`config.mk`:
```
export PLATFORM = sky130hd
export DESIGN_NAME = vfd_scan_sequencer_flat
export DESIGN_NICKNAME = d
export VERILOG_FILES = /design/src/rtl/vfd_scan_if.sv /design/src/rtl/vfd_scan_sequencer.sv /design/src/flat_wrapper.sv
export SDC_FILE = /design/constraint.sdc
export NUM_CORES = 1
export LEC_CHECK = 0
export CORE_MARGIN = 2
export CORE_UTILIZATION = 30
export DETAILED_ROUTE_END_ITERATION = 10
export PLACE_DENSITY = 0.61
export SYNTH_ARGS = -nofsm -noshare
export SYNTH_HDL_FRONTEND = slang
export SYNTH_SLANG_ARGS = --single-unit
```
`constraint.sdc`:
```
create_clock -name CLK -period 1.8 [get_ports CLK]
set_input_delay 0.18 -clock CLK [delete_from_list [all_inputs] [get_ports CLK]]
set_output_delay 0.18 -clock CLK [all_outputs]
set_load 0.02 [all_outputs]
```
`src/rtl/vfd_scan_if.sv`:
```
// vfd_scan_if -- control/status bundle between the VFD scan sequencer and
// the blocks it steers (Tri-SPI shifter, GCP generator, panel pins, host).
//
// Signals:
//   EN          host -> seq   run request
//   HOLD        host -> seq   freeze scan at the next frame boundary
//   HOLD_ACK    seq  -> host  scan frozen, display RAM safe to write
//   SCE         seq  -> TSPI  shift enable
//   PCE         seq  -> GCP   grid-clock generator enable
//   GN[5:0]     seq  -> TSPI  grid number of the line being shifted
//   BIT_CNT[8:0] seq -> TSPI  bit index within the line shift
//   BLK, LAT    seq  -> panel blanking and serial latch pins
//   FRAME_START seq  -> host  one-cycle pulse on the first shift cycle of grid 0
//   BUSY        seq  -> host  sequencer is not idle
//
// Modports: master = the sequencer, slave = the host/panel side.
interface vfd_scan_if;
  logic       EN;
  logic       HOLD;
  logic       HOLD_ACK;
  logic       SCE;
  logic       PCE;
  logic [5:0] GN;
  logic [8:0] BIT_CNT;
  logic       BLK;
  logic       LAT;
  logic       FRAME_START;
  logic       BUSY;

  modport master (
    input  EN, HOLD,
    output HOLD_ACK, SCE, PCE, GN, BIT_CNT, BLK, LAT, FRAME_START, BUSY
  );

  modport slave (
    output EN, HOLD,
    input  HOLD_ACK, SCE, PCE, GN, BIT_CNT, BLK, LAT, FRAME_START, BUSY
  );
endinterface

```
`src/rtl/vfd_scan_sequencer.sv`:
```
// vfd_scan_sequencer -- line/frame scheduler for the MN15439A VFD path.
//
// Each line: SHIFT (SCE high for SHIFT_BITS cycles), BSET (blank before the
// latch), LATCH (LAT pulse), BHOLD (blank after the latch), then WAIT until
// the line period is used up. At the end of every line EN and, at the end of
// a frame, HOLD decide whether scanning continues. All outputs are registered.
//
// Ports:
//   CLK   system clock (12 MHz)
//   RST   synchronous reset, active-high
//   scan  vfd_scan_if.master -- EN/HOLD in; HOLD_ACK, SCE, PCE, GN, BIT_CNT,
//         BLK, LAT, FRAME_START, BUSY out
//
// BLK_SETUP, LAT_WIDTH and BLK_HOLD must each be at least 1, and LINE_PERIOD
// must leave at least one WAIT cycle after BHOLD.
module vfd_scan_sequencer #(
  parameter int NUM_GRIDS   = 52,
  parameter int SHIFT_BITS  = 288,
  parameter int BLK_SETUP   = 1,
  parameter int LAT_WIDTH   = 5,
  parameter int BLK_HOLD    = 1,
  parameter int LINE_PERIOD = 320
) (
  input  logic       CLK,
  input  logic       RST,
  vfd_scan_if.master scan
);

  localparam int LC_W = $clog2(LINE_PERIOD);
  typedef logic [LC_W-1:0] lc_t;

  // Last line-counter value of each phase within a line.
  localparam lc_t SHIFT_LAST = lc_t'(SHIFT_BITS - 1);
  localparam lc_t BSET_LAST  = lc_t'(SHIFT_BITS + BLK_SETUP - 1);
  localparam lc_t LATCH_LAST = lc_t'(SHIFT_BITS + BLK_SETUP + LAT_WIDTH - 1);
  localparam lc_t BHOLD_LAST = lc_t'(SHIFT_BITS + BLK_SETUP + LAT_WIDTH + BLK_HOLD - 1);
  localparam lc_t LINE_LAST  = lc_t'(LINE_PERIOD - 1);
  localparam logic [5:0] GN_LAST = 6'(NUM_GRIDS - 1);

  typedef enum logic [2:0] {
    S_IDLE,
    S_SHIFT,
    S_BSET,
    S_LATCH,
    S_BHOLD,
    S_WAIT
  } state_t;

  state_t     state_q, state_d;
  lc_t        lc_q, lc_d;
  logic [5:0] gn_q, gn_d;
  logic       line_valid_q, line_valid_d;

  logic       sce_q, sce_d;
  logic       pce_q, pce_d;
  logic [8:0] bit_cnt_q, bit_cnt_d;
  logic       blk_q, blk_d;
  logic       lat_q, lat_d;
  logic       frame_start_q, frame_start_d;
  logic       hold_ack_q, hold_ack_d;
  logic       busy_q, busy_d;

  // Next state, line counter, grid number and line_valid.
  always_comb begin
    // NOTE: every signal of a combinational block gets a default first, so no
    // path leaves it unassigned and no latch is inferred.
    state_d      = state_q;
    lc_d         = (state_q == S_IDLE) ? lc_q : lc_q + 1'b1;
    gn_d         = gn_q;
    line_valid_d = line_valid_q;

    case (state_q)
      S_IDLE: begin
        if (scan.EN && !scan.HOLD) begin
          state_d = S_SHIFT;
          lc_d    = '0;
          gn_d    = '0;
        end
      end
      S_SHIFT: if (lc_q == SHIFT_LAST) state_d = S_BSET;
      S_BSET:  if (lc_q == BSET_LAST)  state_d = S_LATCH;
      S_LATCH: begin
        // The line just shifted is now in the panel latches, so the next
        // line may drive the grid clock.
        line_valid_d = 1'b1;
        if (lc_q == LATCH_LAST) state_d = S_BHOLD;
      end
      S_BHOLD: if (lc_q == BHOLD_LAST) state_d = S_WAIT;
      S_WAIT: begin
        if (lc_q == LINE_LAST) begin
          lc_d = '0;
          if (!scan.EN || (gn_q == GN_LAST && scan.HOLD)) begin
            state_d      = S_IDLE;
            gn_d         = '0;
            line_valid_d = 1'b0;
          end else begin
            state_d = S_SHIFT;
            gn_d    = (gn_q == GN_LAST) ? 6'd0 : gn_q + 6'd1;
          end
        end
      end
      default: begin
        state_d      = S_IDLE;
        lc_d         = '0;
        gn_d         = '0;
        line_valid_d = 1'b0;
      end
    endcase
  end

  // Outputs are decoded from the next state so the registered pins line up
  // with the state they describe.
  always_comb begin
    sce_d         = (state_d == S_SHIFT);
    pce_d         = sce_d && line_valid_d;
    bit_cnt_d     = sce_d ? 9'(lc_d) : 9'd0;
    blk_d         = (state_d inside {S_IDLE, S_BSET, S_LATCH, S_BHOLD});
    lat_d         = (state_d == S_LATCH);
    // Only IDLE->SHIFT or a grid wrap enters SHIFT with grid 0.
    frame_start_d = sce_d && (state_q != S_SHIFT) && (gn_d == 6'd0);
    hold_ack_d    = (state_d == S_IDLE) && scan.HOLD;
    busy_d        = (state_d != S_IDLE);
  end

  always_ff @(posedge CLK) begin
    // NOTE: sequential state uses non-blocking (<=) so every flop samples the
    // pre-edge values regardless of statement order.
    if (RST) begin
      state_q       <= S_IDLE;
      lc_q          <= '0;
      gn_q          <= '0;
      line_valid_q  <= 1'b0;
      sce_q         <= 1'b0;
      pce_q         <= 1'b0;
      bit_cnt_q     <= '0;
      blk_q         <= 1'b1;
      lat_q         <= 1'b0;
      frame_start_q <= 1'b0;
      hold_ack_q    <= 1'b0;
      busy_q        <= 1'b0;
    end else begin
      state_q       <= state_d;
      lc_q          <= lc_d;
      gn_q          <= gn_d;
      line_valid_q  <= line_valid_d;
      sce_q         <= sce_d;
      pce_q         <= pce_d;
      bit_cnt_q     <= bit_cnt_d;
      blk_q         <= blk_d;
      lat_q         <= lat_d;
      frame_start_q <= frame_start_d;
      hold_ack_q    <= hold_ack_d;
      busy_q        <= busy_d;
    end
  end

  assign scan.SCE         = sce_q;
  assign scan.PCE         = pce_q;
  assign scan.GN          = gn_q;
  assign scan.BIT_CNT     = bit_cnt_q;
  assign scan.BLK         = blk_q;
  assign scan.LAT         = lat_q;
  assign scan.FRAME_START = frame_start_q;
  assign scan.HOLD_ACK    = hold_ack_q;
  assign scan.BUSY        = busy_q;

endmodule

```
`src/flat_wrapper.sv`:
```
// flat-port wrapper written by rule: the top's interface ports become plain ports
module vfd_scan_sequencer_flat 
#(
  parameter int NUM_GRIDS   = 52,
  parameter int SHIFT_BITS  = 288,
  parameter int BLK_SETUP   = 1,
  parameter int LAT_WIDTH   = 5,
  parameter int BLK_HOLD    = 1,
  parameter int LINE_PERIOD = 320
)
  (CLK, RST, scan_EN, scan_HOLD, scan_HOLD_ACK, scan_SCE, scan_PCE, scan_GN, scan_BIT_CNT, scan_BLK, scan_LAT, scan_FRAME_START, scan_BUSY);
  vfd_scan_if scan_i ();
  input  logic CLK;
  input  logic RST;
  input wire logic [$bits(scan_i.EN)-1:0] scan_EN;
  input wire logic [$bits(scan_i.HOLD)-1:0] scan_HOLD;
  output wire logic [$bits(scan_i.HOLD_ACK)-1:0] scan_HOLD_ACK;
  output wire logic [$bits(scan_i.SCE)-1:0] scan_SCE;
  output wire logic [$bits(scan_i.PCE)-1:0] scan_PCE;
  output wire logic [$bits(scan_i.GN)-1:0] scan_GN;
  output wire logic [$bits(scan_i.BIT_CNT)-1:0] scan_BIT_CNT;
  output wire logic [$bits(scan_i.BLK)-1:0] scan_BLK;
  output wire logic [$bits(scan_i.LAT)-1:0] scan_LAT;
  output wire logic [$bits(scan_i.FRAME_START)-1:0] scan_FRAME_START;
  output wire logic [$bits(scan_i.BUSY)-1:0] scan_BUSY;
  assign scan_i.EN = scan_EN;
  assign scan_i.HOLD = scan_HOLD;
  assign scan_HOLD_ACK = scan_i.HOLD_ACK;
  assign scan_SCE = scan_i.SCE;
  assign scan_PCE = scan_i.PCE;
  assign scan_GN = scan_i.GN;
  assign scan_BIT_CNT = scan_i.BIT_CNT;
  assign scan_BLK = scan_i.BLK;
  assign scan_LAT = scan_i.LAT;
  assign scan_FRAME_START = scan_i.FRAME_START;
  assign scan_BUSY = scan_i.BUSY;
  vfd_scan_sequencer #(.NUM_GRIDS(NUM_GRIDS), .SHIFT_BITS(SHIFT_BITS), .BLK_SETUP(BLK_SETUP), .LAT_WIDTH(LAT_WIDTH), .BLK_HOLD(BLK_HOLD), .LINE_PERIOD(LINE_PERIOD)) u_core (.CLK(CLK), .RST(RST), .scan(scan_i));
endmodule
```
==> results of run 1 <==
[cell usage in the layout (no fill, tap or decap), types with 3 or more instances in the layout]
| cell type | synthesis | layout |
|---|---|---|
| nor2b_1 | 8 | 7 |
| dfxtp_4 | 0 | 4 |
| inv_1 | 8 | 8 |
| a21oi_1 | 12 | 10 |
| nor2_1 | 23 | 21 |
| ha_1 | 5 | 3 |
| nand3_1 | 3 | 3 |
| clkdlybuf4s50_1 | 0 | 25 |
| dfxtp_2 | 0 | 6 |
| or3_1 | 6 | 3 |
| o21ai_1 | 1 | 3 |
| clkbuf_8 | 0 | 5 |
| nand2_1 | 15 | 15 |
| dfxtp_1 | 35 | 25 |
| buf_4 | 1 | 62 |
| or3_4 | 0 | 3 |
| nand4_1 | 4 | 4 |
| nor3_1 | 6 | 6 |
| o21ai_0 | 8 | 4 |
| xnor2_1 | 4 | 3 |
[worst max path at each step]
stage / startpoint / to / slack (ps) / cells after the start
floorplan: u_core.lc_q[1] / u_core.scan.FRAME_START / -6 / 7
global placement: scan_EN / u_core.scan.BIT_CNT[7] / -230 / 8
detailed placement: scan_EN / u_core.scan.FRAME_START / -300 / 7
CTS: u_core.lc_q[1] / u_core.scan.FRAME_START / -130 / 8
global route: u_core.lc_q[0] / u_core.scan.FRAME_START / -260 / 8
finish: u_core.lc_q[0] / u_core.scan.FRAME_START / -180 / 8
[routing by layer]
metal / vias up / track usage (%)
met1: 810 / 22.2
met3: 5 / 3.64
li1: 887 / -
met5: - / 0
met2: 31 / 23.9
met4: 0 / 6.38
[state kept, by name, indices dropped and copies added, names as in the netlist, 3 cells and up]
signal,cells
u_core.lc_q,9
u_core.scan.BIT_CNT,9
u_core.scan.GN,6
u_core.state_q,3
[synth_stat cells (2+ instances only)]
library cell  instances
dfxtp_1              35
nor2_1               23
nand2_1              15
a21oi_1              12
inv_1                 8
nor2b_1               8
o21ai_0               8
nor3_1                6
or3_1                 6
ha_1                  5
clkbuf_1              4
nand4_1               4
xnor2_1               4
a211oi_1              3
nand3_1               3
nand4bb_1             3
nor3b_1               3
a21o_1                2
a2bb2oi_1             2
a31oi_1               2
and2_1                2
and3_1                2
and4b_1               2
buf_2                 2
mux2i_1               2
nor4_1                2
o211ai_1              2
or2_1                 2
or2_2                 2
or4_1                 2
xor2_1                2
[cell type report]
type / count / area (sq um) / share of cell area [%]
multi-input cells: 147 / 1100 / 38.8
flip-flops and latches: 35 / 723 / 25.6
repair buffers: 91 / 778 / 27.5
clock inverters: 2 / 13.8 / 0.487
well taps: 72 / 90.1 / 3.19
inverters: 8 / 30.0 / 1.06
clock buffers: 6 / 93.8 / 3.32
[logic make-up (layout without fill, tap and decap cells)]
kind of cell    count (synthesis)  in the layout  share of synthesized area (%)
mux                             2              2                           1.18
buf+inv                        15            107                           3.69
fa+ha+maj                       5              5                           3.69
xor+xnor                        6              6                           3.10
compound gates                 42             42                           16.4
simple gates                   92             92                           30.6
flops                          35             35                           41.4
[metrics by stage]
stage / util [%] / cell area (sq um) / power [mW] / setup WS (ps)
3_5_place_dp: 46.5 / 2550 / 1.13 / -300
2_1_floorplan: - / 1770 / 0.976 / -6.03
5_1_grt: 51.6 / 2830 / 1.86 / -262
4_1_cts: 49.9 / 2730 / 1.80 / -127
3_3_place_gp: 46.5 / 2550 / 1.13 / -230
6_report: 51.6 / 2830 / 1.79 / -177
[power by group through the flow]
stage / clock network (mW) / logic (mW) / registers (mW)
2_1_floorplan: 0 / 0.130 / 0.846
3_3_place_gp: 0 / 0.296 / 0.830
3_5_place_dp: 0 / 0.298 / 0.830
4_1_cts: 0.671 / 0.314 / 0.812
5_1_grt: 0.699 / 0.350 / 0.814
6_report: 0.655 / 0.326 / 0.812
[worst max-delay path, delay by kind of cell (launching register included)]
family        cells  cell delay [ps]
simple gates      5              990
flops             1              380
mux               1              250
buf+inv           1              180
fa+ha+maj         1              130
[timing repair]
item	4_1_cts	5_1_grt
pin swaps	3	3
endpoints found under the setup margin	15	29
setup buffers	4	3
gates resized for setup	13	19
endpoints found under the hold margin	0	0
==> impl_results.md, run 1 <==
- Outcome: finished with violations
- Failing checks: setup timing
- Sinks on Clock Net: 35
- Dpl cells: 346
- Die W: 79.1 um
- R2R depth: 8
- Area grow syn2layout: 66.8%
- Pleak: 1.13 nW
- Power Density: 634 mW/mm^2
- Worst relative slew slack: 77.5%
- CP Capture Type: flip-flop
- Routed length per instance: 13.3 um
- Clk pwr share: 36.5%
- CTS Root Cell: clkbuf_8
- Final clock skew: 9.61 ps
- Switching share of power: 26.1%
- Net Count, Synth: 206
- Global Route Usage Sum: 16.0%
- CP Class: flip-flop to flip-flop
- Reg2reg setup slack: -180 ps
- Max incr delay on CP: 380 ps
- P_sw: 0.469 mW
- Slew @ Worst Pin: 336 ps
- Post-synthesis sequential area ratio: 41.4%
- Vias in the first global route: 1,612
- Port bufs: 25
- WL final: 4.81 mm
- Fin nets: 297
- Crit path DAT: 2210 ps
- First-pass GRT wire length: 7.71 mm
- Clock-pin slew on the worst setup and hold paths: 80 ps
- Routability cong.: 0.899
- Biggest area consumer among synthesized cells: dfxtp_1
- TritonCTS clock tree: yes
- Die area: 0.00626 sq mm
- Congestion Overflow GR: 0
- Post-detail-place hpwl: 3.57 mm
- Yosys top cell area share: 41.4%
- Post-Synthesis Cells: 197
- Logic pwr share: 18.2%
- Max layer used: met4
- Fmax: 506 MHz
- Required time worst endpoint: 2030 ps
- FF+latch count, synth: 35
- Hold Vio Cnt, Final: 0
- Crit-path cells: ha_4 -> nand4_1 -> buf_4 -> nor2_4 -> mux2i_2 -> nand2_1 -> or3_4 -> and4b_1
- EDFF count, synth: 0
- Antenna-violating nets left: 0
- Peak supply drop: 0.342 mV
- Vias per std cell: 4.80
- Mean Syn Cell Area: 8.60 sq um
- Post-synthesis cell area: 0.00169 sq mm
- Pre-Repair DR Iteration Count: 4
- Metal2 WL: 2.22 mm
- Slowest cell on crit path: dfxtp_4
- Final number of setup-violating endpoints: 17
- I/O pins: 26
- CP max FO: 5
- Hold Crit Depth: 2
- Worst R2R End: u_core.scan.FRAME_START
- Distinct cells, synth: 50
- Initial antenna violation count: 0
- Period utilisation layout: 110%
- Post-cts hold buffer count: 0
- CTS Buf Count: 5
- Largest cells by area after synthesis: dfxtp_1 (41%), nor2_1 (5.1%), ha_1 (3.7%), a21oi_1 (3.5%), nand2_1 (3.3%)
- Diodes inserted: 0
- Clock buffer depth: 2
- DRC: 0
- Via count: 1,733
- Min-Delay Path Class: flip-flop to flip-flop
- Die Y-Extent: 79.1 um
- Internal Power: 1.32 mW
- Share of layout cells above drive strength 1: 40.1%
- Number of max-cap violations: 0
- Max-slew violations: 0
- Worst hold path endpoint: u_core.lc_q[4]
- RSZ-0062 raised after global routing: true
- Minimum clock period: 1980 ps
- Seq pwr share: 45.3%
- Initial core utilization: 31.0%
- Synth Flop Type: dfxtp_1
- FILL cells: 512
- Final setup margin: -177 ps
- Core box area: 0.00547 sq mm
- Hold WS: 509 ps
- Clk_lat worst skew: 300 ps
- Worst Hold Launch: u_core.lc_q[4]
- First DRT Iteration DRCs: 122
- WL met3: 155 um
- Worst r2r src: u_core.lc_q[0]
- Site Rows: 27
- Metal-1 WL: 2.35 mm
- Finished Layout Cells: 361
- CP Launch Type: flip-flop
- Synth Warn #: 0
- Setup TNS: -1490 ps
- H-tree depth: 2
- Pin count of the biggest net entering global routing: 13
- Synth async-reset ratio: 0%
No activity file was read; power rests on OpenSTA's default activity.
==> inputs of run 2 (changes only) <==
--- a/config.mk
+++ b/config.mk
@@ -5,6 +5,7 @@
 export SDC_FILE = /design/constraint.sdc
 export NUM_CORES = 1
 export LEC_CHECK = 0
+export CORE_ASPECT_RATIO = 1.2
 export CORE_MARGIN = 2
 export CORE_UTILIZATION = 30
 export DETAILED_ROUTE_END_ITERATION = 10
==> run 2 against run 1 <==
Against the previous run:
- the flow still finishes with violations (setup timing)
- sequential cell count unchanged
- critical endpoint is now u_core.scan.BIT_CNT[3]
- hold slack improved by 18 ps
- die area about the same
- via count increased by 0.58%
- setup slack improved by 11 ps
- register-to-register slack about the same
- clock skew decreased by 4.0 ps
- sequential share of layout area increased by 0.43 points
- maximum frequency increased by 0.55%
==> impl_results.md, run 2 (same netlist as run 1, synthesis figures left out) <==
- Outcome: finished with violations
- Family with the most delay on the worst path: simple AND/OR/NAND/NOR gates
- First DRT Iteration DRCs: 66
- First-pass GRT wire length: 7.82 mm
- Metal-1 WL: 2.04 mm
- Routability cong.: 0.800
- Die area: 0.00627 sq mm
- Min-Delay Path Class: flip-flop to flip-flop
- Peak supply drop: 0.333 mV
- Final setup margin: -166 ps
- Final clock skew: 5.57 ps
- Max incr delay on CP: 360 ps
- Routed length per instance: 13.6 um
- Worst R2R End: u_core.scan.BIT_CNT[3]
- RSZ-0062 raised after global routing: true
- Via count: 1,743
- Most common cell after layout, fill and taps aside: buf_4
- Max layer used: met4
- Pre-Repair DR Iteration Count: 4
- Initial antenna violation count: 0
- Clk_lat worst skew: 280 ps
- Vias per std cell: 5.01
- Crit-path cells: ha_4 -> nand4_1 -> buf_4 -> nor2_4 -> nand2_1 -> a211oi_2 -> or2_1 -> buf_12 -> a21oi_1
- Post-detail-place hpwl: 3.46 mm
- Slowest cell on crit path: dfxtp_4
- Sinks on Clock Net: 35
- Pleak: 1.09 nW
- Fin area: 0.00277 sq mm
- Post-Place Cell Area: 0.00251 sq mm
- Most frequent cells in the layout: buf_4 (57), clkdlybuf4s50_1 (25), dfxtp_1 (25), nor2_1 (20), nand2_1 (15)
- Hold Vio Cnt, Final: 0
- Number of max-cap violations: 0
- Share of layout cells above drive strength 1: 38.4%
- Clock buffer depth: 2
- Worst r2r src: u_core.lc_q[0]
- Period utilisation layout: 109%
- Worst relative slew slack: 77.3%
- Congestion Overflow GR: 0
- Metal2 WL: 2.55 mm
- CP max FO: 9
- Pin count of the biggest net entering global routing: 13
- Final number of setup-violating endpoints: 15
- Port bufs: 25
- Initial core utilization: 30.5%
- PnR Total Power: 1.72 mW
- Clock-pin slew on the worst setup and hold paths: 70 ps
- Util after Layout: 49.8%
- Hold Crit Depth: 2
- Power Density: 621 mW/mm^2
- Minimum clock period: 1970 ps
- Area grow syn2layout: 63.4%
- Slew @ Worst Pin: 337 ps
- Antenna-violating nets left: 0
- Fin nets: 292
- I/O pins: 26
- Vias in the first global route: 1,730
- H-tree depth: 2
- DRC: 0
- TritonCTS clock tree: yes
- Worst Hold Launch: u_core.line_valid_q
- Failing checks: setup timing
- Fmax: 509 MHz
- R2R depth: 9
- CP Launch Type: flip-flop
- Site Rows: 30
- Global Route Usage Sum: 16.0%
- Reg2reg setup slack: -170 ps
- Required time worst endpoint: 1970 ps
- Crit path DAT: 2140 ps
- Worst hold path endpoint: u_core.line_valid_q
- Post-cts hold buffer count: 0
- CTS Buf Count: 5
- CP Class: flip-flop to flip-flop
- Diodes inserted: 0
- WL final: 4.72 mm
- CP Buf/Inv Count: 2
- Setup TNS: -1780 ps
- Die Y-Extent: 86.3 um
- CTS Root Cell: clkbuf_8
- Post-Place Setup Slack: -260 ps
- CP Capture Type: flip-flop
- Die W: 72.6 um
- WL met3: 106 um
- Core box area: 0.00556 sq mm
- Max-slew violations: 0
run 2: cell count changes in the layout (fill, tap and decap cells not counted), moves of 2 or more:
cell | before | now
o21ai_0 | 4 | 6
or2_4 | 2 | 0
nor3_1 | 6 | 4
or3_4 | 3 | 1
buf_4 | 62 | 57
or3_1 | 3 | 5
run 2: power by group:
group | leakage [nW] | internal (mW) | switching (mW)
logic | 0.753 | 0.170 | 0.158
registers | 0.289 | 0.796 | 0.0173
clock network | 0.0459 | 0.306 | 0.271
total | 1.09 | 1.27 | 0.446
run 2: routing by layer:
metal / up-vias / global-route usage [%]
met4: 0 / 4.55
li1: 872 / -
met5: - / 0
met3: 2 / 3.14
met2: 20 / 28.8
met1: 849 / 19.0
run 2: per-stage QoR:
step                hold slack [ps]  cells
floorplan                       249    197
global placement                508    334
detailed placement              514    334
CTS                             529    348
global route                    585    348
finish                          528    348
run 2: final cells by class:
type                    count  area, sq um
inverters                   8         30.0
clock buffers               7         86.3
multi-input cells         147         1110
fillers                   546         2790
flip-flops and latches     35          721
well taps                  64         80.1
repair buffers             86          741
clock inverters             1         3.75
run 2: worst max-delay path by stage:
stage,endpoint,depth (start not counted),slack (ps),from
floorplan,u_core.scan.FRAME_START,7,-6,u_core.lc_q[1]
global placement,u_core.scan.FRAME_START,7,-220,scan_EN
detailed placement,u_core.scan.FRAME_START,7,-260,scan_EN
CTS,u_core.scan.FRAME_START,7,-120,u_core.lc_q[0]
global route,u_core.scan.BIT_CNT[6],9,-260,u_core.lc_q[0]
finish,u_core.scan.BIT_CNT[3],9,-170,u_core.lc_q[0]
run 2: repair_timing:
action,CTS,global route
gates resized for setup,18,11
pin swaps,9,5
buffers inserted,6,2
setup endpoints to repair,19,30
run 2: tightest hold or removal path, cell delays in order (launching register included):
cell and delay [ps]:
dfxtp_1 300, a21oi_1 110, a211oi_1 70
